===== config.mk =====
export PLATFORM = sky130hd
export DESIGN_NAME = tx_pipe_arbiter
export DESIGN_NICKNAME = d
export VERILOG_FILES = /design/src/rtl/tx_pipe_arbiter.sv
export SDC_FILE = /design/constraint.sdc
export NUM_CORES = 1
export LEC_CHECK = 0
export BUFFER_PORTS_ARGS = -buffer_cell sky130_fd_sc_hd__buf_2
export CORE_MARGIN = 2
export CORE_UTILIZATION = 37
export DETAILED_ROUTE_END_ITERATION = 6
export PLACE_DENSITY = 0.66
export SLEW_MARGIN = 20
export SYNTH_ARGS = -nofsm -noshare
export SYNTH_HDL_FRONTEND = slang
export SYNTH_SLANG_ARGS = --single-unit

===== constraint.sdc =====
create_clock -name clk -period 3.1 [get_ports clk]
set_input_delay 0.62 -clock clk [delete_from_list [all_inputs] [get_ports clk]]
set_output_delay 0.62 -clock clk [all_outputs]
set_load 0.02 [all_outputs]

===== src/rtl/tx_pipe_arbiter.sv =====
// tx_pipe_arbiter: round-robin, packet-locked sharing of one AHIR read pipe between two queues,
// with a one-word buffer toward the AXI-s transmitter and per-queue packet counters.
module tx_pipe_arbiter #(
    parameter int N  = 64,
    parameter int S  = 8,
    parameter int D  = N + S + 1,
    parameter int CW = 16
) (
    input  logic          clk,
    input  logic          resetn,
    output logic          q0_req,
    input  logic          q0_ack,
    input  logic [D-1:0]  q0_data,
    output logic          q1_req,
    input  logic          q1_ack,
    input  logic [D-1:0]  q1_data,
    input  logic          out_req,
    output logic          out_ack,
    output logic [D-1:0]  out_data,
    output logic [1:0]    grant,
    output logic          busy,
    output logic [CW-1:0] pkt_cnt0,
    output logic [CW-1:0] pkt_cnt1
);
    localparam logic POLL = 1'b0;
    localparam logic LOCK = 1'b1;

    logic          state_q, state_d;
    logic          ptr_q, ptr_d;
    logic          full_q, full_d;
    logic [1:0]    grant_q, grant_d;
    logic [D-1:0]  buf_q, buf_d;
    logic [CW-1:0] cnt0_q, cnt0_d, cnt1_q, cnt1_d;
    logic          cap0, cap1, last_del;

    // Requests come only from registers (and the reset pin), never from the acks.
    assign q0_req   = resetn & ~full_q & (state_q == LOCK ? grant_q[0] : ~ptr_q);
    assign q1_req   = resetn & ~full_q & (state_q == LOCK ? grant_q[1] : ptr_q);
    assign cap0     = q0_req & q0_ack;
    assign cap1     = q1_req & q1_ack;
    assign out_ack  = full_q & out_req;
    assign out_data = buf_q;
    assign grant    = grant_q;
    assign busy     = (state_q == LOCK) | full_q;
    assign pkt_cnt0 = cnt0_q;
    assign pkt_cnt1 = cnt1_q;
    assign last_del = out_ack & buf_q[D-1];

    always_comb begin
        state_d = state_q;
        ptr_d   = ptr_q;
        grant_d = grant_q;
        cnt0_d  = cnt0_q;
        cnt1_d  = cnt1_q;
        buf_d   = buf_q;
        full_d  = full_q;
        if (cap0 | cap1) begin
            buf_d  = cap1 ? q1_data : q0_data;
            full_d = 1'b1;
        end else if (out_ack) begin
            full_d = 1'b0;
        end
        if (state_q == POLL) begin
            if (cap0 | cap1) begin
                state_d = LOCK;
                grant_d = {cap1, cap0};
            end else begin
                ptr_d = ~ptr_q;
            end
        end else if (last_del) begin
            // Hand the first poll slot to the queue that just lost the lock.
            state_d = POLL;
            grant_d = 2'b00;
            ptr_d   = grant_q[0];
            cnt0_d  = cnt0_q + CW'(grant_q[0]);
            cnt1_d  = cnt1_q + CW'(grant_q[1]);
        end
    end

    always_ff @(posedge clk or negedge resetn) begin
        if (!resetn) begin
            state_q <= POLL;
            ptr_q   <= 1'b0;
            full_q  <= 1'b0;
            grant_q <= 2'b00;
            buf_q   <= '0;
            cnt0_q  <= '0;
            cnt1_q  <= '0;
        end else begin
            state_q <= state_d;
            ptr_q   <= ptr_d;
            full_q  <= full_d;
            grant_q <= grant_d;
            buf_q   <= buf_d;
            cnt0_q  <= cnt0_d;
            cnt1_q  <= cnt1_d;
        end
    end
endmodule


Word-level counts from Yosys, hierarchy flattened
Index checks and enable logic that the tools add are counted.
{"block": "totals", "reg_bits": 110, "rom_bits": 0, "word_cells": 41, "latch_bits": 0, "input_bits": 151, "mem_count": 0, "ramBits": 0}
{"block": "classes", "bitwise": 11, "magnitude_cmp": 0, "n_shift": 0, "n_eq_ne": 2, "mux": 14, "n_mul": 0, "reduce_logical": 5, "add_sub_neg": 2, "div": 0}
{"operator": "2-to-1 mux 73 bit", "n": 1}
{"operator": "adder 16 x 1 -> 16 bit", "n": 2}
{"operator": "2-to-1 mux 1 bit", "n": 10}
{"operator": "bitwise AND 1 bit", "n": 7}
{"operator": "2-to-1 mux 2 bit", "n": 3}
{"operator": "AND reduction 2 bit", "n": 3}
{"operator": "nonzero test 2 bit", "n": 2}
{"operator": "inequality test 2 x 1 -> 1 bit, second input constant", "n": 1}
{"operator": "inequality test 2 bit, second input constant", "n": 1}
{"operator": "inverter 1 bit", "n": 2}
{"operator": "bitwise OR 1 bit", "n": 2}

Depth between registers and ports, before layout
Gate-level depths: netlist of the first run.
{"block": "logic_depth", "word_depth": 7, "mapped_depth": 7, "ltp_nobuf": 6}

Worst setup path after synthesis of the first run
OpenSTA, ideal clock, no wires.
{"block": "synth_path", "path_kind": "input to output", "from": "input port resetn", "to": "output port q0_req", "stages": 2, "setup_slack_ps": 1407, "arrival_time_ps": 1073, "cell_sequence": "nor2b_2 and3_1"}
{"block": "synth_between", "elab_chain_len": 2}
{"item": "from (decl)", "line": "10", "rtl": "input logic resetn,"}
{"item": "bitwise AND 1 bit (2 in series)", "line": "37", "rtl": "assign q0_req = resetn & ~full_q & (state_q == LOCK ? grant_q[0] : ~ptr_q);"}
{"item": "to (decl)", "line": "11", "rtl": "output logic q0_req,"}
No other way between the ends.

Worst setup path in the final report of the first run
{"block": "layout_path", "from": "register state_q", "to": "output port q1_req"}
{"block": "layout_between", "elab_chain_len": 2}
{"item": "from (decl)", "line": "28", "rtl": "logic state_q, state_d;"}
{"item": "from (signal assigned)", "line": "90", "rtl": "state_q <= state_d;"}
{"item": "2-to-1 mux 1 bit", "line": "38", "rtl": "assign q1_req = resetn & ~full_q & (state_q == LOCK ? grant_q[1] : ptr_q);"}
{"item": "bitwise AND 1 bit", "line": "38"}
{"item": "to (decl)", "line": "14", "rtl": "output logic q1_req,"}
No other way between the ends.

==> results.txt, run 1 <==
status: finished clean
drt first-iter violations: 264
starting density of the core: 0.376
Mapped Avg Cell Area: 9.35 um2
buffers added on ports: 261
final design area excluding fillers: 0.00697 mm2
Total Neg Setup Slack: 0 ns
Detailed Routing Iterations Pass 1: 4
Hold Buf Count CTS: 0
H-tree levels: 3
count of cell types in the netlist: 31
Remaining DRCs: 0
CP arrival: 1.68 ns
data required time at the worst endpoint: 2.48 ns
count of buffers added by post-CTS timing repair for setup: 0
synthesized netlist net count: 711
Syn. warnings: 0
number of primary I/O pins: 262
Synth Cell Area: 0.00520 mm2
Critical Path Source Type: register
HPWL after DPL: 10400 um
ratio of final minimum period to clock period: 0.743
crit path buf inv count: 1
# Max-Cap Violations: 0
Worst IR Drop VDD: 0.461 mV
depth of the most critical reg-to-reg path: 5
number of standard-cell rows in the floorplan: 43
remaining number of nets flagged by the antenna check after routing: 0
total overflow reported by the global router: 0
number of hold violations in the final report: 0
die outline area: 0.0150 mm2
final weighted congestion of routability-driven global placement: 0.784
power density cells: 895 mW/mm2
capture point of the worst reg-to-reg path: out_data[35]$_DFFE_PN0P_
core region area: 0.0138 mm2
Synth Register Bits: 110
start-to-end type of the worst setup path: reg2out
number of global-route vias before repair: 4661
drt wl/cell: 14.9 um
minimum setup slack among reg-to-reg paths: 1.11 ns
via-per-instance ratio: 4.89
unrepaired setup endpoints after global routing: no
antenna violations before repair: 0
wire length reported by the detailed router: 14700 um
share of post-route cells with drive strength above 1: 0.408
Util after Layout: 0.504
placed inst area: 0.00664 mm2
maximum clock skew at final layout: 0.00803 ns
chain of cells forming the critical path: mux2_2, and2_1, buf_2
register area share after synthesis: 0.530
Reg clk slew, reported paths: 0.08 ns
critical path's largest stage delay: 0.59 ns
kind of end point of the critical path: primary output
first-pass GRT wire length: 23000 um
Max-slew headroom: 0.436
Die Y-Extent: 123 um
actual transition at the worst max-transition pin: 0.846 ns
Die Width: 123 um
maximum buffer depth of the clock tree: 2
max frequency: 434 MHz
Slowest cell on crit path: sky130_fd_sc_hd__dfrtp_1
Area growth syn-to-layout: 34.1%
worst-path fanout max: 13
clock tree root driver cell: sky130_fd_sc_hd__clkbuf_16
Worst-Skew Late Latency: 0.35 ns
TritonCTS clock tree: done
number of antenna repair diodes: 0
layout net count: 958
number of max-slew violations in the final report: 0
Total Routing Usage GR: 0.195
largest net degree at the start of global routing: 66
Finish-stage setup viols: 0
clock period minus worst slack: 2.30 ns
total CTS buffers: 9
leakage component of the power: 3.71 nW
launching point of the worst reg2reg path: state_q$_DFF_PN0_
PostCTS Resize Cnt: 0
HP Class: in2async
family with the most delay on the worst path: flip-flops
Mapped Cells: 556
vias after detailed routing: 4834
number of sinks handled by clock tree synthesis: 110
[state kept, by name, indices dropped and copies added, names as in the netlist]
register and cells:
full_q 1, grant 2, out_data 73, pkt_cnt0 16, pkt_cnt1 16, ptr_q 1
state_q 1
[layer usage]
layer / up-vias / share of wire / global-route usage
met5: - / 0 / 0
met4: 0 / 0.017 / 0.0589
met3: 16 / 0.077 / 0.0507
met2: 191 / 0.47 / 0.302
met1: 2260 / 0.44 / 0.269
li1: 2367 / - / -
[power breakdown]
| group | internal, mW | switching, mW | leakage, nW | total, mW |
|---|---|---|---|---|
| combinational | 0.940 | 1.69 | 2.18 | 2.63 |
| sequential | 1.99 | 0.333 | 1.37 | 2.32 |
| clock | 0.721 | 0.571 | 0.162 | 1.29 |
[layout make-up]
class / count / area, um2
Clock buffer: 9 / 225
Clock inverter: 7 / 103
Fill cell: 1362 / 6860
Inverter: 2 / 7.51
Multi-Input combinational cell: 408 / 2230
Sequential cell: 110 / 2750
Tap cell: 180 / 225
Timing Repair Buffer: 272 / 1430
[worst reg2reg max path: stages (launching register included)]
cell	delay (ns)
sky130_fd_sc_hd__dfrtp_1	0.59
sky130_fd_sc_hd__mux2_2	0.42
sky130_fd_sc_hd__nand3_2	0.34
sky130_fd_sc_hd__buf_12	0.33
sky130_fd_sc_hd__nor2_1	0.11
sky130_fd_sc_hd__a21oi_1	0.12
[cells in the final DEF (no fill, tap or decap)]
cell	synthesis	routed
sky130_fd_sc_hd__buf_4	6	9
sky130_fd_sc_hd__nor2_1	79	79
sky130_fd_sc_hd__inv_6	0	2
sky130_fd_sc_hd__ha_1	4	4
sky130_fd_sc_hd__nor4_4	4	4
sky130_fd_sc_hd__xor2_1	9	9
sky130_fd_sc_hd__and3_1	10	9
sky130_fd_sc_hd__buf_12	0	3
sky130_fd_sc_hd__nand2_1	98	98
sky130_fd_sc_hd__or2_2	1	1
sky130_fd_sc_hd__o21ai_1	1	1
sky130_fd_sc_hd__clkinv_2	0	1
sky130_fd_sc_hd__and4_1	3	2
sky130_fd_sc_hd__and4_2	1	1
sky130_fd_sc_hd__clkbuf_16	0	9
sky130_fd_sc_hd__nor2b_2	1	1
sky130_fd_sc_hd__xnor2_1	19	19
sky130_fd_sc_hd__nand3_1	9	8
sky130_fd_sc_hd__a21oi_1	116	116
sky130_fd_sc_hd__nor3_1	1	1
sky130_fd_sc_hd__o211ai_1	2	2
sky130_fd_sc_hd__and2_1	2	2
sky130_fd_sc_hd__a21oi_2	30	30
sky130_fd_sc_hd__buf_2	14	260
sky130_fd_sc_hd__inv_1	2	2
sky130_fd_sc_hd__nand3_2	0	1
sky130_fd_sc_hd__clkinv_4	0	1
sky130_fd_sc_hd__and4_4	0	1
sky130_fd_sc_hd__bufinv_16	0	2
sky130_fd_sc_hd__nand2b_1	2	2
sky130_fd_sc_hd__inv_8	0	1
sky130_fd_sc_hd__o21ai_0	3	3
sky130_fd_sc_hd__nand4_4	1	1
sky130_fd_sc_hd__dfrtp_1	110	110
sky130_fd_sc_hd__nand4_1	10	10
sky130_fd_sc_hd__mux2_2	1	1
sky130_fd_sc_hd__o311a_1	1	1
sky130_fd_sc_hd__and3_4	0	1
[kinds of logic (layout without fill, tap and decap cells)]
logic type,after synthesis,in the layout,share of synthesized area
simple gates,222,222,0.197
compound gates,153,153,0.171
flops,110,110,0.530
buf+inv,38,290,0.0438
xor+xnor,28,28,0.0472
fa+ha+maj,4,4,0.00963
mux,1,1,0.00217
[stage by stage]
step / hold WS [ns] / setup WS, ns / cells / power (mW)
final: 0.362 / 0.796 / 988 / 6.24
after global routing: 0.408 / 0.735 / 988 / 6.69
after CTS: 0.380 / 0.790 / 988 / 6.29
after detailed placement: 0.458 / 0.972 / 972 / 5.00
after global placement: 0.455 / 0.976 / 972 / 4.96
after floorplan: 0.324 / 1.41 / 556 / 4.04
[synthesized netlist by cell type (all sizes together)]
cell type  count  area [um2]
and3          10        62.6
nor3           1        5.00
and2           2        12.5
nor2          79         297
buf           29         194
mux2           1        11.3
nand4         11        83.8
a21oi        146         843
inv            2        7.51
or2            1        6.26
o21ai          4        20.0
and4           4        36.3
o311a          1        10.0
clkbuf         7        26.3
o211ai         2        15.0
nand2         98         368
nand3          9        45.0
nor4           4        85.1
ha             4        50.1
xor2           9        78.8
nand2b         2        12.5
nor2b          1        8.76
dfrtp        110        2750
xnor2         19         166
[how the worst max path moves through the flow]
stage                     cells after the start                       end  slack (ns)               from
after floorplan                               2                    q0_req        1.41             resetn
after global placement                        3   out_data[7]$_DFFE_PN0P_        0.98             resetn
after detailed placement                      3  out_data[11]$_DFFE_PN0P_        0.97             resetn
after CTS                                     3                    q1_req        0.79  state_q$_DFF_PN0_
after global routing                          3                    q1_req        0.74  state_q$_DFF_PN0_
final                                         3                    q1_req        0.80  state_q$_DFF_PN0_
No activity file was read; power rests on OpenSTA's default activity.
==> inputs of run 2 (changes only) <==
Settings changed: ABC_AREA from default to 1, PLACE_DENSITY 0.66 to 0.67.
Clock period 3.1 ns to 2.1 ns, I/O delays scaled along.
==> run 2 against run 1 <==
Combinational power rose by 48%. Count of clock-buffer cells in the layout rose by 3. Synthesized area rose by 9.9%. Utilization fell by 1.7 points. Critical endpoint unchanged. Global-route usage fell by 1.0 points. Synthesized cell count rose by 29%. Non-clock buffer count fell by 1. Sequential power rose by 45%. Final cell count rose by 17%. Via count rose by 11%. Worst hold slack got worse by 0.20 ns.
==> results.txt, run 2 <==
status: finished clean
number of primary I/O pins: 262 (unchanged)
die outline area: 0.0164 mm2 (+9.5%)
antenna violations before repair: 2 (+2)
number of hold violations in the final report: 0 (unchanged)
core region area: 0.0151 mm2 (+9.5%)
total overflow reported by the global router: 0 (unchanged)
share of post-route cells with drive strength above 1: 0.309 (-0.0995)
clock tree root driver cell: sky130_fd_sc_hd__clkbuf_16
Die Y-Extent: 128 um (+4.7%)
Reg power frac: 0.379 (+0.007)
HP Class: in2async
Detailed Routing Iterations Pass 1: 4 (unchanged)
clock period minus worst slack: 1.87 ns
Finish-stage setup viols: 0 (unchanged)
start-to-end type of the worst setup path: reg2out
Synth Cell Area: 0.00571 mm2 (+9.9%)
Total Routing Usage GR: 0.185 (-0.0105)
Reg clk slew, reported paths: 0.07 ns (about the same)
kind of end point of the critical path: primary output
total CTS buffers: 9 (unchanged)
family with the most delay on the worst path: simple AND/OR/NAND/NOR gates
chain of cells forming the critical path: nor2_2, and2_1, buf_2
clock network fraction of total power: 0.183 (-0.024)
# Max-Cap Violations: 0 (unchanged)
ratio of final minimum period to clock period: 0.889
drt wl/cell: 13.0 um (-13%)
number of sinks handled by clock tree synthesis: 110 (unchanged)
vias after detailed routing: 5354 (+11%)
Worst IR Drop VDD: 0.587 mV (+27%)
unrepaired setup endpoints after global routing: no
drt first-iter violations: 239 (-9.5%)
Pint: 5.06 mW (+39%)
number of global-route vias before repair: 4963 (+6.5%)
actual transition at the worst max-transition pin: 0.612 ns (-0.234 ns)
remaining number of nets flagged by the antenna check after routing: 0 (unchanged)
Synth Register Bits: 110 (unchanged)
sum of internal, switching and leakage power: 8.87 mW (+42%)
cell with the most instances after synthesis: sky130_fd_sc_hd__nand2_1
most common cell after layout, fill and taps aside: sky130_fd_sc_hd__nand2_1
top area cells in the synthesized netlist: sky130_fd_sc_hd__dfrtp_1 48%, sky130_fd_sc_hd__nand2_1 20%, sky130_fd_sc_hd__o211ai_1 9.6%
Slowest cell on crit path: sky130_fd_sc_hd__dfrtp_1
power density cells: 1200 mW/mm2 (+34%)
Max-slew headroom: 0.592 (+0.156)
Die Width: 128 um (+4.7%)
maximum buffer depth of the clock tree: 2 (unchanged)
final weighted congestion of routability-driven global placement: 0.824 (+5.1%)
TritonCTS clock tree: done
first-pass GRT wire length: 24000 um (+4.3%)
count of cell types in the netlist: 23 (-26%)
switching component of the power: 3.81 mW (+47%)
Total Neg Setup Slack: 0 ns (unchanged)
share of total power consumed by net switching: 0.429 (+0.0138)
leakage component of the power: 4.48 nW (+21%)
Worst-Skew Late Latency: 0.34 ns (about the same)
largest net degree at the start of global routing: 111 (+68%)
Critical Path Source Type: register
Synth area leader: sky130_fd_sc_hd__dfrtp_1
data required time at the worst endpoint: 1.68 ns (-0.80 ns)
count of flip-flops with a built-in enable after synthesis: 0 (unchanged)
Area growth syn-to-layout: 29.3%
CP arrival: 1.45 ns (-0.23 ns)
Mapped Avg Cell Area: 7.98 um2 (-15%)
Syn. warnings: 0 (unchanged)
Hold Buf Count CTS: 0 (unchanged)
PostCTS Resize Cnt: 0 (unchanged)
wire length reported by the detailed router: 15100 um (+2.5%)
via-per-instance ratio: 4.62 (-5.5%)
worst-path fanout max: 5 (-8)
register area share after synthesis: 0.482 (-0.0476)
Post-synth ARST share: 1.00 (unchanged)
Mapped Cells: 716 (+29%)
synthesized netlist net count: 871 (+23%)
top-area cell type share of the netlist area: 0.482 (-0.0476)
max frequency: 535 MHz
buffers added on ports: 261 (unchanged)
Remaining DRCs: 0 (unchanged)
number of max-slew violations in the final report: 0 (unchanged)
number of standard-cell rows in the floorplan: 45 (+4.7%)
max FFs per register: 73 (unchanged)
crit path buf inv count: 1 (unchanged)
Primary FF master, synth: sky130_fd_sc_hd__dfrtp_1
H-tree levels: 3 (unchanged)
maximum clock skew at final layout: 0.00948 ns (+0.00145 ns)
starting density of the core: 0.377 (+0.00114)
leading cell types in the layout, fill and taps excluded: 303 x sky130_fd_sc_hd__nand2_1, 260 x sky130_fd_sc_hd__buf_2, 110 x sky130_fd_sc_hd__dfrtp_1, 104 x sky130_fd_sc_hd__inv_1, 73 x sky130_fd_sc_hd__o211ai_1
HPWL after DPL: 11000 um (+5.6%)
Comb power frac: 0.438 (+0.017)
critical path's largest stage delay: 0.42 ns (-0.17 ns)
layout net count: 1119 (+17%)
count of buffers added by post-CTS timing repair for setup: 0 (unchanged)
most instantiated cells after synthesis: 303 x sky130_fd_sc_hd__nand2_1, 110 x sky130_fd_sc_hd__dfrtp_1, 104 x sky130_fd_sc_hd__inv_1
run 2: path summary, 6_finish.rpt:
check	start	to	slack (ns)	cells after the start
worst max-delay path	full_q$_DFFE_PN0P_	q1_req	0.23	3
worst min-delay path	resetn	pkt_cnt1[5]$_DFFE_PN0P_	0.16	2
worst max register to register	full_q$_DFFE_PN0P_	out_data[32]$_DFFE_PN0P_	0.42	7
worst min register to register	out_data[56]$_DFFE_PN0P_	out_data[56]$_DFFE_PN0P_	0.47	2
max in group asynchronous	resetn	out_data[6]$_DFFE_PN0P_	1.46	2
min in group clk	out_req	full_q$_DFFE_PN0P_	0.27	2
run 2: logic make-up (layout without fill, tap and decap cells):
family,after synthesis,after routing,synth area share
adder cells (fa/ha/maj),4,4,0.00876
buffers and inverters,140,392,0.122
AO/OA/AOI/OAI,79,79,0.101
XOR/XNOR,18,18,0.0276
flip-flops,110,110,0.482
AND/OR/NAND/NOR,365,365,0.259
other,0,2,0
run 2: cell type report:
cell class / instances / area (um2)
fillers: 1509 / 7760
flip-flops and latches: 110 / 2750
multi-input cells: 466 / 2270
repair buffers: 271 / 1450
inverters: 106 / 398
clock buffers: 12 / 256
well taps: 188 / 235
clock inverters: 3 / 18.8
diodes: 2 / 5.00
run 2: power groups by stage:
stage	clock network (mW)	registers, mW	logic (mW)
after global routing	1.77	3.46	4.31
after global placement	0	3.40	3.87
final	1.63	3.36	3.88
after floorplan	0	4.25	1.75
after detailed placement	0	3.36	3.96
after CTS	1.67	3.36	3.95
run 2: metrics by stage:
step / hold slack [ns] / worst slack [ns] / area (um2) / std cells / util
2_1_floorplan: 0.124 / 0.434 / 5710 / 716 / -
3_3_place_gp: 0.458 / 0.332 / 7100 / 1141 / 0.469
3_5_place_dp: 0.460 / 0.268 / 7100 / 1141 / 0.469
4_1_cts: 0.214 / 0.188 / 7380 / 1156 / 0.487
5_1_grt: 0.237 / 0.112 / 7380 / 1156 / 0.487
6_report: 0.157 / 0.232 / 7380 / 1158 / 0.487
run 2: per-layer routing:
layer | routed length (um) | global-route usage
met1 | 6580 | 0.236
met2 | 6980 | 0.293
met3 | 1030 | 0.0476
met4 | 485 | 0.0879
met5 | 0 | 0
==> inputs of run 3 (changes only) <==
Settings changed: SETUP_SLACK_MARGIN from default to 0.5.
==> run 3 against run 2 <==
Utilization grew 2.9 points. Total power up 6.1%. Sequential power hardly changed. Non-clock buffer count increased by 24. First-iteration DRC count is 15% higher. Maximum frequency up 11%. Clock power is essentially flat. Register-to-register slack gained 0.11 ns. Die area unchanged. Wire length increased by 7.5%. Count of clock-buffer cells in the layout up 1. Setup slack improved by 0.18 ns. Critical endpoint unchanged. Largest cell class unchanged.
==> results.txt, run 3 (same netlist as run 2, synthesis figures left out) <==
wire length reported by the detailed router: 16200 um (+7.5%)
Die Width: 128 um (unchanged)
most common cell after layout, fill and taps aside: sky130_fd_sc_hd__nand2_1
Comb power frac: 0.469 (+0.031)
placed inst area: 0.00710 mm2 (about the same)
via-per-instance ratio: 4.64 (+0.35%)
chain of cells forming the critical path: inv_2, nand2_4, nand2_2, and2_4, buf_6
family with the most delay on the worst path: flip-flops
layout net count: 1143 (+2.1%)
final design area excluding fillers: 0.00781 mm2 (+5.8%)
Finish-stage setup viols: 0 (unchanged)
maximum clock skew at final layout: 0.00927 ns (-0.000211 ns)
total overflow reported by the global router: 0 (unchanged)
Critical Path Source Type: register
share of total power consumed by net switching: 0.427 (-0.00264)
core region area: 0.0151 mm2 (unchanged)
power density cells: 1210 mW/mm2 (+0.25%)
clock tree root driver cell: sky130_fd_sc_hd__clkbuf_16
maximum buffer depth of the clock tree: 2 (unchanged)
number of sinks handled by clock tree synthesis: 110 (unchanged)
kind of end point of the critical path: primary output
Slowest cell on crit path: sky130_fd_sc_hd__dfrtp_1
number of hold violations in the final report: 0 (unchanged)
switching component of the power: 4.02 mW (+5.5%)
H-tree levels: 3 (unchanged)
actual transition at the worst max-transition pin: 0.577 ns (-0.0351 ns)
launching point of the worst reg2reg path: full_q$_DFFE_PN0P_
share of post-route cells with drive strength above 1: 0.342 (+0.0335)
clock network fraction of total power: 0.171 (-0.012)
die outline area: 0.0164 mm2 (unchanged)
Total Neg Setup Slack: 0 ns (unchanged)
data required time at the worst endpoint: 1.68 ns (about the same)
leading cell types in the layout, fill and taps excluded: 296 x sky130_fd_sc_hd__nand2_1, 256 x sky130_fd_sc_hd__buf_2, 108 x sky130_fd_sc_hd__dfrtp_1, 104 x sky130_fd_sc_hd__inv_1, 73 x sky130_fd_sc_hd__o211ai_1
minimum setup slack among reg-to-reg paths: 0.53 ns (+0.11 ns)
first-pass GRT wire length: 24400 um (+1.7%)
leakage component of the power: 4.66 nW (+4.1%)
fin worst setup slack: 0.417 ns (+0.185 ns)
antenna violations before repair: 1 (-1)
pre-CTS WS: 0.243 ns (-0.0249 ns)
drt first-iter violations: 275 (+15%)
crit path buf inv count: 2 (+1)
Reg power frac: 0.360 (-0.019)
number of primary I/O pins: 262 (unchanged)
remaining number of nets flagged by the antenna check after routing: 0 (unchanged)
Area growth syn-to-layout: 36.8%
clock period minus worst slack: 1.68 ns (-0.185 ns)
final weighted congestion of routability-driven global placement: 0.820 (-0.47%)
Max-slew headroom: 0.615 (+0.0234)
max FFs per register: 73 (unchanged)
CP arrival: 1.26 ns (-0.19 ns)
number of max-slew violations in the final report: 0 (unchanged)
drt wl/cell: 13.7 um (+5.3%)
capture point of the worst reg-to-reg path: out_data[23]$_DFFE_PN0P_
Worst-Skew Late Latency: 0.35 ns (about the same)
Die Y-Extent: 128 um (unchanged)
HP Class: in2async
# Max-Cap Violations: 0 (unchanged)
largest net degree at the start of global routing: 111 (unchanged)
status: finished clean
buffers added on ports: 261 (unchanged)
Worst IR Drop VDD: 0.487 mV (-17%)
critical path's largest stage delay: 0.41 ns (about the same)
Detailed Routing Iterations Pass 1: 4 (unchanged)
HPWL after DPL: 10900 um (-0.81%)
unrepaired setup endpoints after global routing: yes
start-to-end type of the worst setup path: reg2out
number of global-route vias before repair: 5091 (+2.6%)
starting density of the core: 0.377 (unchanged)
Total Routing Usage GR: 0.187 (+0.00203)
number of standard-cell rows in the floorplan: 45 (unchanged)
worst-path fanout max: 4 (-1)
ratio of final minimum period to clock period: 0.801 (-0.0880)
max frequency: 594 MHz (+11%)
vias after detailed routing: 5484 (+2.4%)
Reg clk slew, reported paths: 0.07 ns (about the same)
Pint: 5.40 mW (+6.6%)
TritonCTS clock tree: done
depth of the most critical reg-to-reg path: 6 (-1)
Remaining DRCs: 0 (unchanged)
total CTS buffers: 9 (unchanged)
-- run 3: cell types whose count changed in the layout (fill, tap and decap cells not counted), moves of 5 or more --
cell,before,now
sky130_fd_sc_hd__buf_4,6,20
sky130_fd_sc_hd__buf_6,0,9
sky130_fd_sc_hd__nand2_1,303,296
sky130_fd_sc_hd__nor2_4,3,8
-- run 3: worst register-to-register path, cell delays in order (launching register included) --
cell and delay (ns):
sky130_fd_sc_hd__dfrtp_2 0.45, sky130_fd_sc_hd__nor2_4 0.15, sky130_fd_sc_hd__buf_4 0.14, sky130_fd_sc_hd__nand3_4 0.16, sky130_fd_sc_hd__buf_12 0.23, sky130_fd_sc_hd__o211ai_1 0.26, sky130_fd_sc_hd__nand2_1 0.07
-- run 3: worst max-delay path by stage --
stage,startpoint,cells past startpoint,endpoint,slack (ns)
6_report,state_q$_DFF_PN0_,5,q1_req,0.42
3_3_place_gp,resetn,8,out_data[20]$_DFFE_PN0P_,0.31
3_5_place_dp,resetn,8,out_data[35]$_DFFE_PN0P_,0.24
5_1_grt,state_q$_DFF_PN0_,5,q1_req,0.36
4_1_cts,state_q$_DFF_PN0_,5,q1_req,0.40
2_1_floorplan,pkt_cnt1[0]$_DFFE_PN0P_,9,pkt_cnt1[14]$_DFFE_PN0P_,0.51
-- run 3: cell type report --
cell class                 instances  area (um2)
clock buffer                      13         250
timing repair buffer             295        1760
antenna                            1        2.50
clock inverter                     3        20.0
multi-input combinational        466        2390
sequential                       110        2760
inverter                         106         400
fill                            1489        7330
tap                              188         235
-- run 3: per-stage QoR --
stage / std cells / power, mW / hold WS [ns] / util
finish: 1182 / 9.42 / 0.175 / 0.516
global route: 1181 / 10.1 / 0.213 / 0.516
CTS: 1167 / 9.09 / 0.196 / 0.495
detailed placement: 1140 / 7.32 / 0.460 / 0.469
global placement: 1140 / 7.26 / 0.459 / 0.469
floorplan: 716 / 6.01 / 0.124 / -
-- run 3: power groups by stage --
stage          sequential, mW  combinational (mW)  clock, mW
6_report                 3.39                4.42       1.61
5_1_grt                  3.48                4.85       1.74
4_1_cts                  3.36                4.07       1.66
3_5_place_dp             3.36                3.96          0
3_3_place_gp             3.38                3.88          0
2_1_floorplan            4.25                1.76          0
-- run 3: timing repair --
item                       in CTS  in global routing
cloned                          0                  4
buffers inserted               11                 10
hold buffers                    0                  0
resized for setup              13                 38
setup endpoints to repair      49                 61
pin swaps                       3                 13
-- run 3: metal layers --
metal  up-vias  share of wire  track usage
li1       2791              -            -
met1      2524           0.45        0.239
met2       152           0.48        0.315
met3        17          0.056       0.0405
met4         0          0.015       0.0601
met5         -              0            0
